==> src/rtl/bcd5_to_bin16_pkg.sv <==
// ----------------------------------------------------------------------------
// bcd5_to_bin16_pkg
// Shared types and constants for the signed 5-digit BCD to 16-bit binary
// converter and its multiply-by-10 accumulate helper.
// ----------------------------------------------------------------------------
package bcd5_to_bin16_pkg;

    // Conversion FSM: capture operands, accumulate one digit per clock,
    // then range-check and publish the result.
    typedef enum logic [1:0] {
        IDLE   = 2'd0,
        ACCUM  = 2'd1,
        FINISH = 2'd2
    } state_t;

    localparam int BIN_MAX_POS     = 32767;  // largest positive result
    localparam int BIN_MAX_NEG_MAG = 32768;  // largest negative magnitude
    localparam int BCD_DIGITS      = 5;
    localparam int ACC_W           = 17;     // holds 99999 without wrap

endpackage : bcd5_to_bin16_pkg

==> src/rtl/bcd_mac10.sv <==
// ----------------------------------------------------------------------------
// bcd_mac10
// Combinational acc*10 + digit, built from two shifts and adds
// ((acc << 3) + (acc << 1) + digit). Result wraps modulo 2^ACC_W.
//
// Ports:
//   acc_in  [ACC_W-1:0]  running unsigned accumulator
//   digit   [3:0]        next BCD digit (not range-checked here)
//   acc_out [ACC_W-1:0]  acc_in*10 + digit
// ----------------------------------------------------------------------------
module bcd_mac10
    import bcd5_to_bin16_pkg::*;
(
    input  logic [ACC_W-1:0] acc_in,
    input  logic [3:0]       digit,
    output logic [ACC_W-1:0] acc_out
);

    assign acc_out = (acc_in << 3) + (acc_in << 1) + ACC_W'(digit);

endmodule : bcd_mac10

==> src/rtl/bcd5_to_bin16.sv <==
// ----------------------------------------------------------------------------
// bcd5_to_bin16
// Multi-cycle converter from a signed 5-digit BCD operand to a 16-bit
// two's-complement word. One multiply-by-10 accumulate per clock; fixed
// latency of 6 clocks from the start edge to the done pulse.
//
// Parameters:
//   SATURATE    1: clamp out-of-range results to 32767 / -32768; 0: force 0
//   NUM_DIGITS  number of BCD digits processed (5 in this revision)
//
// Ports:
//   clk, rst_n          clock (rising edge), async active-low reset
//   start               conversion request, sampled only in IDLE
//   negative            sign of the operand (1 = negative)
//   bcd_digit0..4       units .. ten-thousands digits
//   bin                 result, held until the next done
//   busy                conversion in progress
//   done                one-cycle pulse: bin and flags updated
//   overflow            magnitude out of range for the sign (held)
//   invalid_digit       some digit was greater than 9 (held)
// ----------------------------------------------------------------------------
module bcd5_to_bin16
    import bcd5_to_bin16_pkg::*;
#(
    parameter bit SATURATE   = 1'b1,
    parameter int NUM_DIGITS = BCD_DIGITS
) (
    input  logic        clk,
    input  logic        rst_n,
    input  logic        start,
    input  logic        negative,
    input  logic [3:0]  bcd_digit0,
    input  logic [3:0]  bcd_digit1,
    input  logic [3:0]  bcd_digit2,
    input  logic [3:0]  bcd_digit3,
    input  logic [3:0]  bcd_digit4,
    output logic [15:0] bin,
    output logic        busy,
    output logic        done,
    output logic        overflow,
    output logic        invalid_digit
);

    state_t           state;
    logic [ACC_W-1:0] acc;
    logic [ACC_W-1:0] acc_next;
    logic [2:0]       cnt;
    logic             neg_q;
    logic             inv_q;
    logic [3:0]       digits [BCD_DIGITS];
    logic [3:0]       cur_digit;
    logic             any_invalid;

    assign any_invalid = (bcd_digit0 > 4'd9) | (bcd_digit1 > 4'd9) |
                         (bcd_digit2 > 4'd9) | (bcd_digit3 > 4'd9) |
                         (bcd_digit4 > 4'd9);

    // Digit feeding the MAC this cycle; cnt walks from the MSD down to 0.
    // NOTE: every always_comb output gets a default before the case so no
    // path leaves it unassigned, which would infer a latch.
    always_comb begin
        cur_digit = 4'd0;
        case (cnt)
            3'd0:    cur_digit = digits[0];
            3'd1:    cur_digit = digits[1];
            3'd2:    cur_digit = digits[2];
            3'd3:    cur_digit = digits[3];
            3'd4:    cur_digit = digits[4];
            default: cur_digit = 4'd0;
        endcase
    end

    bcd_mac10 u_mac (
        .acc_in  (acc),
        .digit   (cur_digit),
        .acc_out (acc_next)
    );

    // NOTE: state is updated with non-blocking assignments only, so every
    // register samples pre-edge values regardless of statement order.
    always_ff @(posedge clk or negedge rst_n) begin
        if (!rst_n) begin
            state         <= IDLE;
            acc           <= '0;
            cnt           <= '0;
            neg_q         <= 1'b0;
            inv_q         <= 1'b0;
            // NOTE: the five-entry digit store is tiny, so it is reset along
            // with the rest; larger memories would be left unreset.
            for (int i = 0; i < BCD_DIGITS; i++) begin
                digits[i] <= '0;
            end
            bin           <= '0;
            busy          <= 1'b0;
            done          <= 1'b0;
            overflow      <= 1'b0;
            invalid_digit <= 1'b0;
        end else begin
            done <= 1'b0;
            case (state)
                IDLE: begin
                    if (start) begin
                        // Snapshot operands so inputs may change while busy.
                        neg_q     <= negative;
                        inv_q     <= any_invalid;
                        digits[0] <= bcd_digit0;
                        digits[1] <= bcd_digit1;
                        digits[2] <= bcd_digit2;
                        digits[3] <= bcd_digit3;
                        digits[4] <= bcd_digit4;
                        acc       <= '0;
                        cnt       <= 3'(NUM_DIGITS - 1);
                        busy      <= 1'b1;
                        state     <= ACCUM;
                    end
                end

                ACCUM: begin
                    acc <= acc_next;
                    cnt <= cnt - 3'd1;
                    if (cnt == 3'd0) begin
                        state <= FINISH;
                    end
                end

                FINISH: begin
                    if (inv_q) begin
                        bin           <= '0;
                        overflow      <= 1'b0;
                        invalid_digit <= 1'b1;
                    end else if (!neg_q && (acc > ACC_W'(BIN_MAX_POS))) begin
                        bin           <= SATURATE ? 16'(BIN_MAX_POS) : 16'd0;
                        overflow      <= 1'b1;
                        invalid_digit <= 1'b0;
                    end else if (neg_q && (acc > ACC_W'(BIN_MAX_NEG_MAG))) begin
                        bin           <= SATURATE ? 16'(BIN_MAX_NEG_MAG) : 16'd0;
                        overflow      <= 1'b1;
                        invalid_digit <= 1'b0;
                    end else begin
                        // Magnitude 32768 negates to 0x8000, which is exact.
                        bin           <= neg_q ? (16'd0 - acc[15:0]) : acc[15:0];
                        overflow      <= 1'b0;
                        invalid_digit <= 1'b0;
                    end
                    done  <= 1'b1;
                    busy  <= 1'b0;
                    state <= IDLE;
                end

                default: begin
                    busy  <= 1'b0;
                    state <= IDLE;
                end
            endcase
        end
    end

endmodule : bcd5_to_bin16
==> config.mk <==
export PLATFORM = sky130hd
export DESIGN_NAME = bcd5_to_bin16
export DESIGN_NICKNAME = d
export VERILOG_FILES = /design/src/rtl/bcd5_to_bin16_pkg.sv /design/src/rtl/bcd_mac10.sv /design/src/rtl/bcd5_to_bin16.sv
export SDC_FILE = /design/constraint.sdc
export NUM_CORES = 1
export LEC_CHECK = 0
export CAP_MARGIN = 20
export CORE_MARGIN = 5
export CORE_UTILIZATION = 59
export CTS_BUF_LIST = sky130_fd_sc_hd__clkbuf_4
export CTS_CLUSTER_SIZE = 10
export DETAILED_ROUTE_END_ITERATION = 7
export PLACE_DENSITY = 0.94
export SKIP_LAST_GASP = 1
export SLEW_MARGIN = 5
export SYNTH_ARGS = -nofsm -noshare
export SYNTH_HDL_FRONTEND = slang
export SYNTH_SLANG_ARGS = --single-unit
==> constraint.sdc <==
create_clock -name clk -period 4.9 [get_ports clk]
set_input_delay 0.735 -clock clk [delete_from_list [all_inputs] [get_ports clk]]
set_output_delay 0.735 -clock clk [all_outputs]
set_load 0.03 [all_outputs]
After elaboration in Yosys (flattened, before gate mapping) --
Index checks and enable logic that the tools add are counted.
Operators by class: multiplexer cells 19, order comparisons 7, reductions and logical operators 10, bitwise operators 5, add/subtract/negate cells 4, eq/ne operators 8
Operators with widths (number):
- $mux 16 | 4
- $pmux 17 s2 | 1
- $gt 4x4->1 const B | 5
- $pmux 4 s5 | 1
- $add 17x17->17 | 1
- $add 17x4->17 | 1
- $gt 17x15->1 const B | 1
- $gt 17x16->1 const B | 1
- $mux 17 | 1
- $sub 1x16->16 const A | 1
- $reduce_and 2->1 | 4
- $eq 3x2->1 const B | 2
- $mux 1 | 6
- $pmux 3 s2 | 1
- $mux 2 | 2
- $ne 2x2->1 const B | 2
- $or 1x1->1 | 4
- $pmux 2 s2 | 1
- $eq 3x1->1 const B | 1
- $eq 3x3->1 const B | 1
- $logic_not 3->1 | 1
- $mux 3 | 1
- $sub 3x1->3 const B | 1
- $eq 2x1->1 const B | 1
- other kinds (7) | 8
Storage, ports and cells: register bits 64, output and inout port bits 20, input bits 24, word-level logic and storage cells 68

Logic depth before layout (Yosys ltp) --
Gate-level depths: netlist of the first run.
depth after elaboration 5, depth in mapped cells 15, depth with buffers taken out 14

Cells and area by module --
A second synthesis of the first run with hierarchy kept.
Unflattened totals: cells, all modules 443, area total of the unflattened synthesis 4037.6 um2
Modules (own cells, without submodules):
- bcd5_to_bin16 | area each 3160.5 um2, sequential area each 1601.5 um2, times used 1, cells an instance 340
- bcd_mac10 | area each 877.1 um2, sequential area each 0.0 um2, times used 1, cells an instance 103

Least setup slack after synthesis of the first run --
Ideal clock, no wire load.
kind flip-flop to flip-flop, from reg cnt[0], to reg acc[16], library setup time 69 ps, stages on the path, launching flop included 16, required time 4831 ps, buffers on the path 1, period minus slack after synthesis 3454 ps, arrival time 3384 ps, path slack 1446 ps, path through dfrtp_1 inv_1 ha_1 clkbuf_1 a22oi_1 a21oi_1 a31oi_1 fa_1 inv_1 fa_1 a21o_1 a221oi_1 o311ai_0 o21ai_0 nand3_1 nand3_1
Between the ends: word-level cells in the longest chain between the ends 4, elaborated cells between the ends (all ways) 8, those cells by class add/sub: 1; eq/ne: 4; mux: 2; reduce/logical: 1
Ends and longest elaborated chain:
- start: declaration | RTL line bcd5_to_bin16.sv:47 | logic [2:0] cnt;
- start signal: assignment | RTL line bcd5_to_bin16.sv:112 | cnt <= 3'(NUM_DIGITS - 1);
- start signal: assignment | RTL line bcd5_to_bin16.sv:120 | cnt <= cnt - 3'd1;
- $eq 3x3->1, or another cell as far along | RTL line bcd5_to_bin16.sv:63 | case (cnt)
- $pmux 4 s5 * | RTL line bcd5_to_bin16.sv:63
- $add 17x4->17 * | RTL line bcd_mac10.sv:19 | assign acc_out = (acc_in << 3) + (acc_in << 1) + ACC_W'(digit);
- $pmux 17 s2 * | RTL line bcd5_to_bin16.sv:100 | case (state)
- end signal: assignment | RTL line bcd5_to_bin16.sv:119 | acc <= acc_next;
- end: declaration | RTL line bcd5_to_bin16.sv:45 | logic [ACC_W-1:0] acc;
Every way passes the cells marked *; elsewhere a longest branch is shown, timed or not. A chain may end at the register's enable or synchronous reset.

Worst setup path after layout of the first run --
Same ends and word-level chain as after synthesis.

==> results.toml, run 1 <==
[grt]
grt_antenna_before_repair = 0
grt_pass1_vias = 3522
gr-total-overflow = 0
grtUsageTotal_pct = 25.5
grt_max_degree = 65
grt_pass1_wl_um = 17300

[routing]
drt_iter0_markers = 330
route.vias.total = 3635
wire_per_inst_um = 19.3
ant_nets = 0
drc_errors = 0
firstDrtPassIters = 5
wl_um = 10400
vias_per_cell = 6.74

[logic_synthesis]
synth_ff_type = "dfrtp_1"
seq_area_frac_synth_pct = 40.0
synth_warnings = 0
synth_area_leaders = "dfrtp_1, ha_1, mux2_2"
synthArstFlopShare_pct = 100
postSynthCellCount = 418
syn-num-nets = 479
yosysTopAreaCellShare_pct = 40.0
ys_types = 53
synth-seq-cells = 64
synth-edff-count = 0
synth_area_um2 = 4000
syn_area_per_cell_um2 = 9.58
yosysTopAreaCell = "dfrtp_1"

[floorplan]
dieArea_um2 = 8530
die_w_um = 92.4
core.rowCount = 30
design.core.area_um2 = 6680
initial_utilization_pct = 59.9
pin_count = 44
die_h_um = 92.4

[clock_network]
post_cts_buffers = 0
root_buffer = "clkbuf_4"
cts_buffers = 9
postCtsResizedCells = 0
cts.reportedPaths.clkPinSlew_ns = 0.13
ctsHoldBuffers = 0
cts_buffer_depth = 2
clk_latency_ns = 0.43
htreeDepth = 3
cts_sinks = 64
cts_tree = "yes"

[placement]
io_buffer_count = 43
dp_hpwl_um = 7250
place_ws_ns = 1.05
dp_cells = 523
gp_congestion = 0.882

[timing]
clock_skew_ns = 0.0255
rsz0062_at_grt = "no"
fin_crit_sh_pct = 82.6
worst_slew_pin_slew_ns = 0.801
finalSetupTns_ns = 0
finalMaxSlewViolations = 0
fin_crit_ns = 4.05
hold_violations = 0
setup_violations = 0
fmax_mhz = 247
setup_ws_ns = 0.855
max-slew-margin-rel_pct = 46.5

[final_layout]
regArea_um2 = 1600
multi_input_area_um2 = 2280
area_delta_synth_final_pct = 16.0
instances_no_fill = 539
nFillCells = 469
drive_gt1_share_pct = 11.1
n_antenna_cell = 0
nNetsFinal = 515

[pwr]
total_power_w = 0.00368
power_density_nw_per_um2 = 792
leakage_nw = 1.99
ir_drop_uv = 297

[critical_path]
worstPathMaxFanout = 10
crit_required_ns = 5.26
worst_path_max_delay_cell = "fa_1"
reg2reg_depth = 14
critPathArrivalTime_ns = 4.41
critPathKind = "flop to flop"
worstPathCellList = "inv_1 > ha_1 > a22oi_1 > a21oi_1 > a31oi_1 > fa_1 > inv_1 > fa_1 > a21o_1 > a221oi_1 > o311ai_0 > o21ai_0 > nand3_1 > nand3_1"
end_kind = "flop"
max_stage_delay_ns = 0.54
start_kind = "flop"

[flow_run]
drv_cap = 0

[run_status]
status = "complete, no violations"

[worst_hold_path]
holdCritPathClass = "primary input to asynchronous set/reset pin"
==> synth_stat cells (all sizes together) (2+ instances only) <==
cell / number
a211oi: 2
inv: 12
a31oi: 10
nand2: 34
nand4: 5
nor3b: 4
a221oi: 3
dfrtp: 64
ha: 35
o31ai: 7
o41ai: 2
a31o: 2
a22oi: 9
o211ai: 4
nor2b: 2
or3: 3
a21oi: 34
a21o: 4
a22o: 6
nand3: 7
nor2: 28
fa: 2
mux2: 20
nor4: 2
nor3: 14
a21boi: 2
or4: 3
and4: 2
nand4b: 3
clkbuf: 20
xnor2: 9
xor2: 7
o21ai: 39
nand2b: 4
==> registers in the layout (all words and copies together), names as in the netlist <==
name / count
state: 2
inv_q: 1
neg_q: 1
busy: 1
digits: 20
acc: 17
bin: 16
invalid_digit: 1
done: 1
overflow: 1
cnt: 3
==> report_power, final <==
| group | internal (W) | switching [W] |
|---|---|---|
| Sequential | 0.000776 | 0.000335 |
| Clock | 0.000212 | 0.000219 |
| Combinational | 0.000905 | 0.00123 |
| Total | 0.00189 | 0.00179 |
==> final timing paths <==
| check | slack, ns | startpoint | endpoint |
|---|---|---|---|
| setup / recovery | 0.85 | cnt[0] | acc[16] |
| hold / removal | 0.46 | rst_n | bin[14] |
| setup reg to reg | 0.85 | cnt[0] | acc[16] |
| hold reg to reg | 0.50 | invalid_digit | invalid_digit |
| max in group asynchronous | 3.90 | rst_n | acc[3] |
| min in group clk | 0.50 | invalid_digit | invalid_digit |
==> stage by stage <==
step	utilization, %	hold slack (ns)	area [µm²]
5_1_grt	69.5	0.517	4640
2_1_floorplan	-	0.439	4000
3_5_place_dp	67.0	0.472	4480
3_3_place_gp	67.0	0.461	4480
6_report	69.5	0.458	4640
4_1_cts	69.5	0.490	4640
==> area by class of cell <==
| class | count | share of cell area [%] |
|---|---|---|
| well taps | 80 | 2.16 |
| multi-input cells | 321 | 49.1 |
| flip-flops and latches | 64 | 34.5 |
| repair buffers | 46 | 9.64 |
| clock buffers | 9 | 1.45 |
| inverters | 12 | 0.970 |
| clock inverters | 7 | 2.16 |
==> critical path, delay by kind of cell, from the launching register on <==
family | cells | cell delay (ns)
fa+ha+maj | 3 | 1.38
flops | 1 | 0.44
compound gates | 7 | 1.75
simple gates | 2 | 0.20
buf+inv | 2 | 0.21
==> logic make-up (layout without fill, tap and decap cells) <==
group,Yosys count,in the layout,share of synthesized area (%)
AOI/OAI and AO/OA,130,130,20.4
xor gates and xnor gates,16,16,3.50
adders and majority gates,37,37,11.9
buffers and inverters,33,74,3.09
DFF,64,64,40.0
muxes,21,21,5.88
and+or+nand+nor,117,117,15.2
==> routing by layer <==
layer	track usage, %	up-vias	wire, µm
li1	-	1623	-
met1	32.4	1733	3970
met2	42.7	240	5260
met3	4.87	39	828
met4	10.6	0	342
met5	0	-	0
==> placed cells by master, fill, tap and decap left out, types with 10 or more instances in the layout <==
cell	instances
ha_1	35
nand2_1	34
o21ai_0	37
a31oi_1	10
clkdlybuf4s50_1	42
dfrtp_1	64
a21oi_1	34
inv_1	12
nor2_1	28
mux2_2	20
nor3_1	13
Note: power is estimated with default switching activity, not from simulation.
==> inputs of run 2 (changes only) <==
CORE_UTILIZATION = 53   (was 59)
PLACE_DENSITY = 0.9   (was 0.94)
clock period = 3.62 ns   (was 4.9 ns; I/O delays follow)
==> run 2 against run 1 <==
Against the previous run: die area rose by 10%; utilization fell by 4.8 points; critical path depth rose by 1; sequential power rose by 36%; clock power rose by 40%; clock skew fell by 0.0074 ns; cell count rose by 4.1%; total power rose by 37%; clock-buffer cell count did not move; highest routed layer unchanged.
==> results.toml, run 2 (synthesis results as in run 1) <==
[clock_network]
cts_buffer_depth = 2
ctsHoldBuffers = 0
root_buffer = "clkbuf_4"
clk_latency_ns = 0.44
cts_buffers = 9
cts.reportedPaths.clkPinSlew_ns = 0.13
cts_tree = "yes"
cts_sinks = 64
htreeDepth = 3

[final_layout]
nNetsFinal = 518
largest_reg_flops = 20
top_regs = "digits (20), acc (17), bin (16)"
regMostFlops = "digits"
final_area_um2 = 4720
layout_common_cells = "dfrtp_1, clkdlybuf4s50_1, o21ai_0"
n_antenna_cell = 0
final_common_cell = "dfrtp_1"
drive_gt1_share_pct = 13.2
area_delta_synth_final_pct = 17.8

[floorplan]
die_h_um = 96.9
pin_count = 44
die_w_um = 96.9
core.rowCount = 31
initial_utilization_pct = 54.9
dieArea_um2 = 9390
design.core.area_um2 = 7290

[critical_path]
critPathKind = "flop to flop"
crit_required_ns = 3.99
worstPathMaxFanout = 4
start_kind = "flop"
end_kind = "flop"
critPathArrivalTime_ns = 3.83

[placement]
gp_congestion = 0.895
io_buffer_count = 43
placed_cell_area_um2 = 4520
dp_hpwl_um = 7230

[routing]
wire_per_inst_um = 18.9
route.vias.total = 3580
drt_iter0_markers = 436
drc_errors = 0
vias_per_cell = 6.38
wl_um = 10600
firstDrtPassIters = 6
ant_nets = 0

[pwr]
ir_drop_uv = 414
leakage_nw = 1.99
power_density_nw_per_um2 = 1070

[timing]
finalSetupTns_ns = 0
setup_violations = 0
rsz0062_at_grt = "yes"
worst_slew_pin_slew_ns = 0.946
finalMaxSlewViolations = 0
fmax_mhz = 289
fin_crit_ns = 3.46
fin_crit_sh_pct = 95.6
clock_skew_ns = 0.0180
max-slew-margin-rel_pct = 36.9
hold_violations = 0

[grt]
grt_pass1_wl_um = 17000
grt_max_degree = 42
grt_pass1_vias = 3492
gr-total-overflow = 0
grt_antenna_before_repair = 0
grtUsageTotal_pct = 21.8

[flow_run]
drv_cap = 0

[worst_hold_path]
holdCritPathClass = "primary input to asynchronous set/reset pin"

[run_status]
status = "complete, no violations"
[run 2: cell count changes in the layout (fill, tap and decap cells not counted), moves of 2 or more]
cell	change
ha_2	+2
a22oi_2	+2
buf_4	+3
ha_1	-2
a22oi_1	-2
[run 2: power by group]
group / switching [W] / internal [W]
sequential: 0.000458 / 0.00105
clock: 0.000315 / 0.000287
combinational: 0.00167 / 0.00125
[run 2: worst max-delay path, stage by stage (launching register included)]
cell	delay, ns
dfrtp_1	0.42
buf_4	0.15
ha_2	0.21
a22oi_2	0.15
a21oi_1	0.10
a31oi_1	0.25
fa_1	0.47
inv_2	0.09
fa_2	0.22
a21o_1	0.14
a221oi_1	0.07
buf_4	0.16
o21ai_1	0.14
a31oi_1	0.12
or4b_2	0.62
nand3_1	0.08
[run 2: per-stage QoR]
step,utilization (%),hold WS (ns),total power [W],cells,setup slack [ns]
floorplan,-,0.247,0.00348,418,0.166
global placement,61.9,0.461,0.00412,544,0.249
detailed placement,61.9,0.482,0.00428,544,0.0972
CTS,64.3,0.243,0.00491,560,0.00230
global route,64.7,0.296,0.00539,561,-0.0383
finish,64.7,0.237,0.00503,561,0.161
[run 2: path summary, 6_finish.rpt]
kind	startpoint	endpoint	slack, ns	depth (start not counted)
worst max-delay path	cnt[0]	acc[14]	0.16	15
worst min-delay path	rst_n	acc[14]	0.24	1
worst max register to register	cnt[0]	acc[14]	0.16	15
worst min register to register	overflow	overflow	0.51	2
max in group asynchronous	rst_n	digits[11]	2.53	2
min in group clk	overflow	overflow	0.51	2
[run 2: what timing repair did]
item | 4_1_cts | 5_1_grt
gates resized for setup | 0 | 9
buffers inserted | 0 | 1
endpoints found under the setup margin | 0 | 6
[run 2: layout make-up]
class                           instances  area (µm²)
Fill cell                             576        2580
Sequential cell                        64        1600
Clock buffer                            9        67.6
Tap cell                               99         124
Timing Repair Buffer                   49         470
Inverter                               12        45.0
Clock inverter                          7         103
Multi-Input combinational cell        321        2300
[run 2: metal layers]
layer  vias to the layer above  wire (µm)  global-route usage [%]
met3                        27        713                    4.60
met1                      1744       4260                    26.2
met4                         0        270                    9.50
met5                         -          0                       0
met2                       180       5350                    37.5
li1                       1629          -                       -
==> variant (config.mk and constraints of run 1) <==
Register the output `bin` once more; this adds one clock of latency there. The other outputs are not delayed to match. Comments in the files are not updated.
--- a/src/rtl/bcd5_to_bin16.sv
+++ b/src/rtl/bcd5_to_bin16.sv
@@ -42,2 +42,4 @@
 );
+
+    logic [15:0] bin_s0;
 
@@ -92,3 +94,3 @@
             end
-            bin           <= '0;
+            bin_s0        <= '0;
             busy          <= 1'b0;
@@ -127,3 +129,3 @@
                     if (inv_q) begin
-                        bin           <= '0;
+                        bin_s0        <= '0;
                         overflow      <= 1'b0;
@@ -131,3 +133,3 @@
                     end else if (!neg_q && (acc > ACC_W'(BIN_MAX_POS))) begin
-                        bin           <= SATURATE ? 16'(BIN_MAX_POS) : 16'd0;
+                        bin_s0        <= SATURATE ? 16'(BIN_MAX_POS) : 16'd0;
                         overflow      <= 1'b1;
@@ -135,3 +137,3 @@
                     end else if (neg_q && (acc > ACC_W'(BIN_MAX_NEG_MAG))) begin
-                        bin           <= SATURATE ? 16'(BIN_MAX_NEG_MAG) : 16'd0;
+                        bin_s0        <= SATURATE ? 16'(BIN_MAX_NEG_MAG) : 16'd0;
                         overflow      <= 1'b1;
@@ -140,3 +142,3 @@
                         // Magnitude 32768 negates to 0x8000, which is exact.
-                        bin           <= neg_q ? (16'd0 - acc[15:0]) : acc[15:0];
+                        bin_s0        <= neg_q ? (16'd0 - acc[15:0]) : acc[15:0];
                         overflow      <= 1'b0;
@@ -157,2 +159,6 @@
 
+    always_ff @(posedge clk) begin
+        bin <= bin_s0;
+    end
+
 endmodule : bcd5_to_bin16
Formal check against the unedited RTL: not equivalent (a bounded check fails within 10 cycles, from zero or initial values and one cycle with rst_n low).
==> variant against run 1 <==
- sequential cell count increased by 16
- largest cell class unchanged
- highest routed layer unchanged
- clock power up 24%
- core utilization shrank 0.21 points
- worst setup slack gained 0.29 ns
- die area up 7.4%
- wire length up 0.71%
- first-iteration DRC count is 7.0% lower
- largest power group unchanged
- total power grew 9.4%
- sequential share of layout area grew 4.0 points
- cell count up 3.7%
- synthesized area up 8.3%
- non-clock buffer count unchanged
- design area up 7.7%
==> variant: results (changes against run 1) <==
| Metric | Value |
|---|---|
| R2R Setup Slk | `1.14 ns (was 0.85 ns)` |
| Layout cell share with drive strength beyond 1 | `11.30% (was 11.11%)` |
| Sw Share | `45.63% (was 48.55%)` |
| Xor/xnor share of the synthesized area | `4.244% (was 3.501%)` |
| Biggest regs | `digits (20), acc (17) (was digits (20), acc (17), bin (16))` |
| Synth area leaders | `dfrtp_1, ha_1, dfxtp_1 (was dfrtp_1, ha_1, mux2_2)` |
| Pre-CTS WS | `1.231 ns (was 1.050 ns)` |
| Final hold slack | `0.3827 ns (was 0.4580 ns)` |
| Post-Place Cells | `543 (was 523)` |
| Crit path arrival time | `4.09 ns (was 4.41 ns)` |
| Synth cell count leaders | `dfrtp_1, nand2_1, o21ai_0, ha_1, a21oi_1 (was dfrtp_1, o21ai_0, ha_1, a21oi_1, nand2_1)` |
| Max_slew headroom | `47.29% (was 46.49%)` |
| Multiplexer share of the synthesized area | `5.918% (was 5.877%)` |
| Yosys cell types | `60 (was 53)` |
| Post-DP HPWL | `7187 um (was 7251 um)` |
| First-pass iteration count of the detailed router | `8 (was 5)` |
| Worst min path class | `register to register (was input port to async pin)` |
| First-pass GRT wire length | `17,280 um (was 17,330 um)` |
| CTS clk-pin slew, worst paths | `0.15 ns (was 0.13 ns)` |
| Status | `finished, final reports clean (unchanged)` |
| Worst reg2reg endpoint | `acc[14]$_DFFE_PN0P_ (was acc[16]$_DFFE_PN0P_)` |
| Async SR Flop Fraction | `80.00% (was 100.0%)` |
| Post-synthesis sequential area ratio | `44.34% (was 40.01%)` |
| DR WL/cell | `18.74 um (was 19.29 um)` |
| Post-Syn Instances | `417 (was 418)` |
| Nets | `516 (was 515)` |
| Clock group power | `0.000533 W (was 0.000431 W)` |
| Global Route Usage Sum | `24.55% (was 25.53%)` |
variant: cell types whose count changed in the layout (fill, tap and decap cells not counted), moves of 4 or more:
cell | run 1 | this run
dfxtp_1 | 0 | 16
nor2_1 | 28 | 13
a31oi_1 | 10 | 6
a21oi_1 | 34 | 25
xnor2_1 | 9 | 13
nor3_1 | 13 | 5
nand2_1 | 34 | 42
variant: worst reg2reg max path, delay by kind of cell, from the launching register on:
kind                     cells  cell delay, ns
AO/OA/AOI/OAI                8            1.48
XOR/XNOR                     1            0.18
adder cells (fa/ha/maj)      3            1.34
flip-flops                   1            0.45
buffers and inverters        2            0.20
variant: cell type report:
cell class,count,area (sq um)
clock buffer,9,67.56
clock inverter,7,132.6
fill,507,2215
inverter,10,37.54
multi-input combinational,308,2268
sequential,80,1922
tap,99,123.9
timing repair buffer,46,447.9
variant: logic make-up after synthesis:
kind of cell               count (synthesis)
AOI/OAI and AO/OA                        125
and+or+nand+nor                          102
DFF                                       80
adders and majority gates                 37
buffers and inverters                     29
muxes                                     23
xor gates and xnor gates                  21
variant: worst max-delay path by stage:
stage	to	slack (ns)	cells after the start
5_1_grt	acc[14]$_DFFE_PN0P_	0.89	14
2_1_floorplan	acc[14]$_DFFE_PN0P_	1.53	15
6_report	acc[14]$_DFFE_PN0P_	1.14	14
4_1_cts	acc[14]$_DFFE_PN0P_	1.22	14
3_5_place_dp	acc[14]$_DFFE_PN0P_	1.23	14
3_3_place_gp	acc[14]$_DFFE_PN0P_	1.46	14
variant: layer usage:
metal	global-route usage [%]	share of wire, %	vias up
met4	11.14	2.7	0
met3	4.066	6.7	35
met5	0	0	-
met2	41.40	50	170
li1	-	-	1619
met1	30.94	40	1729
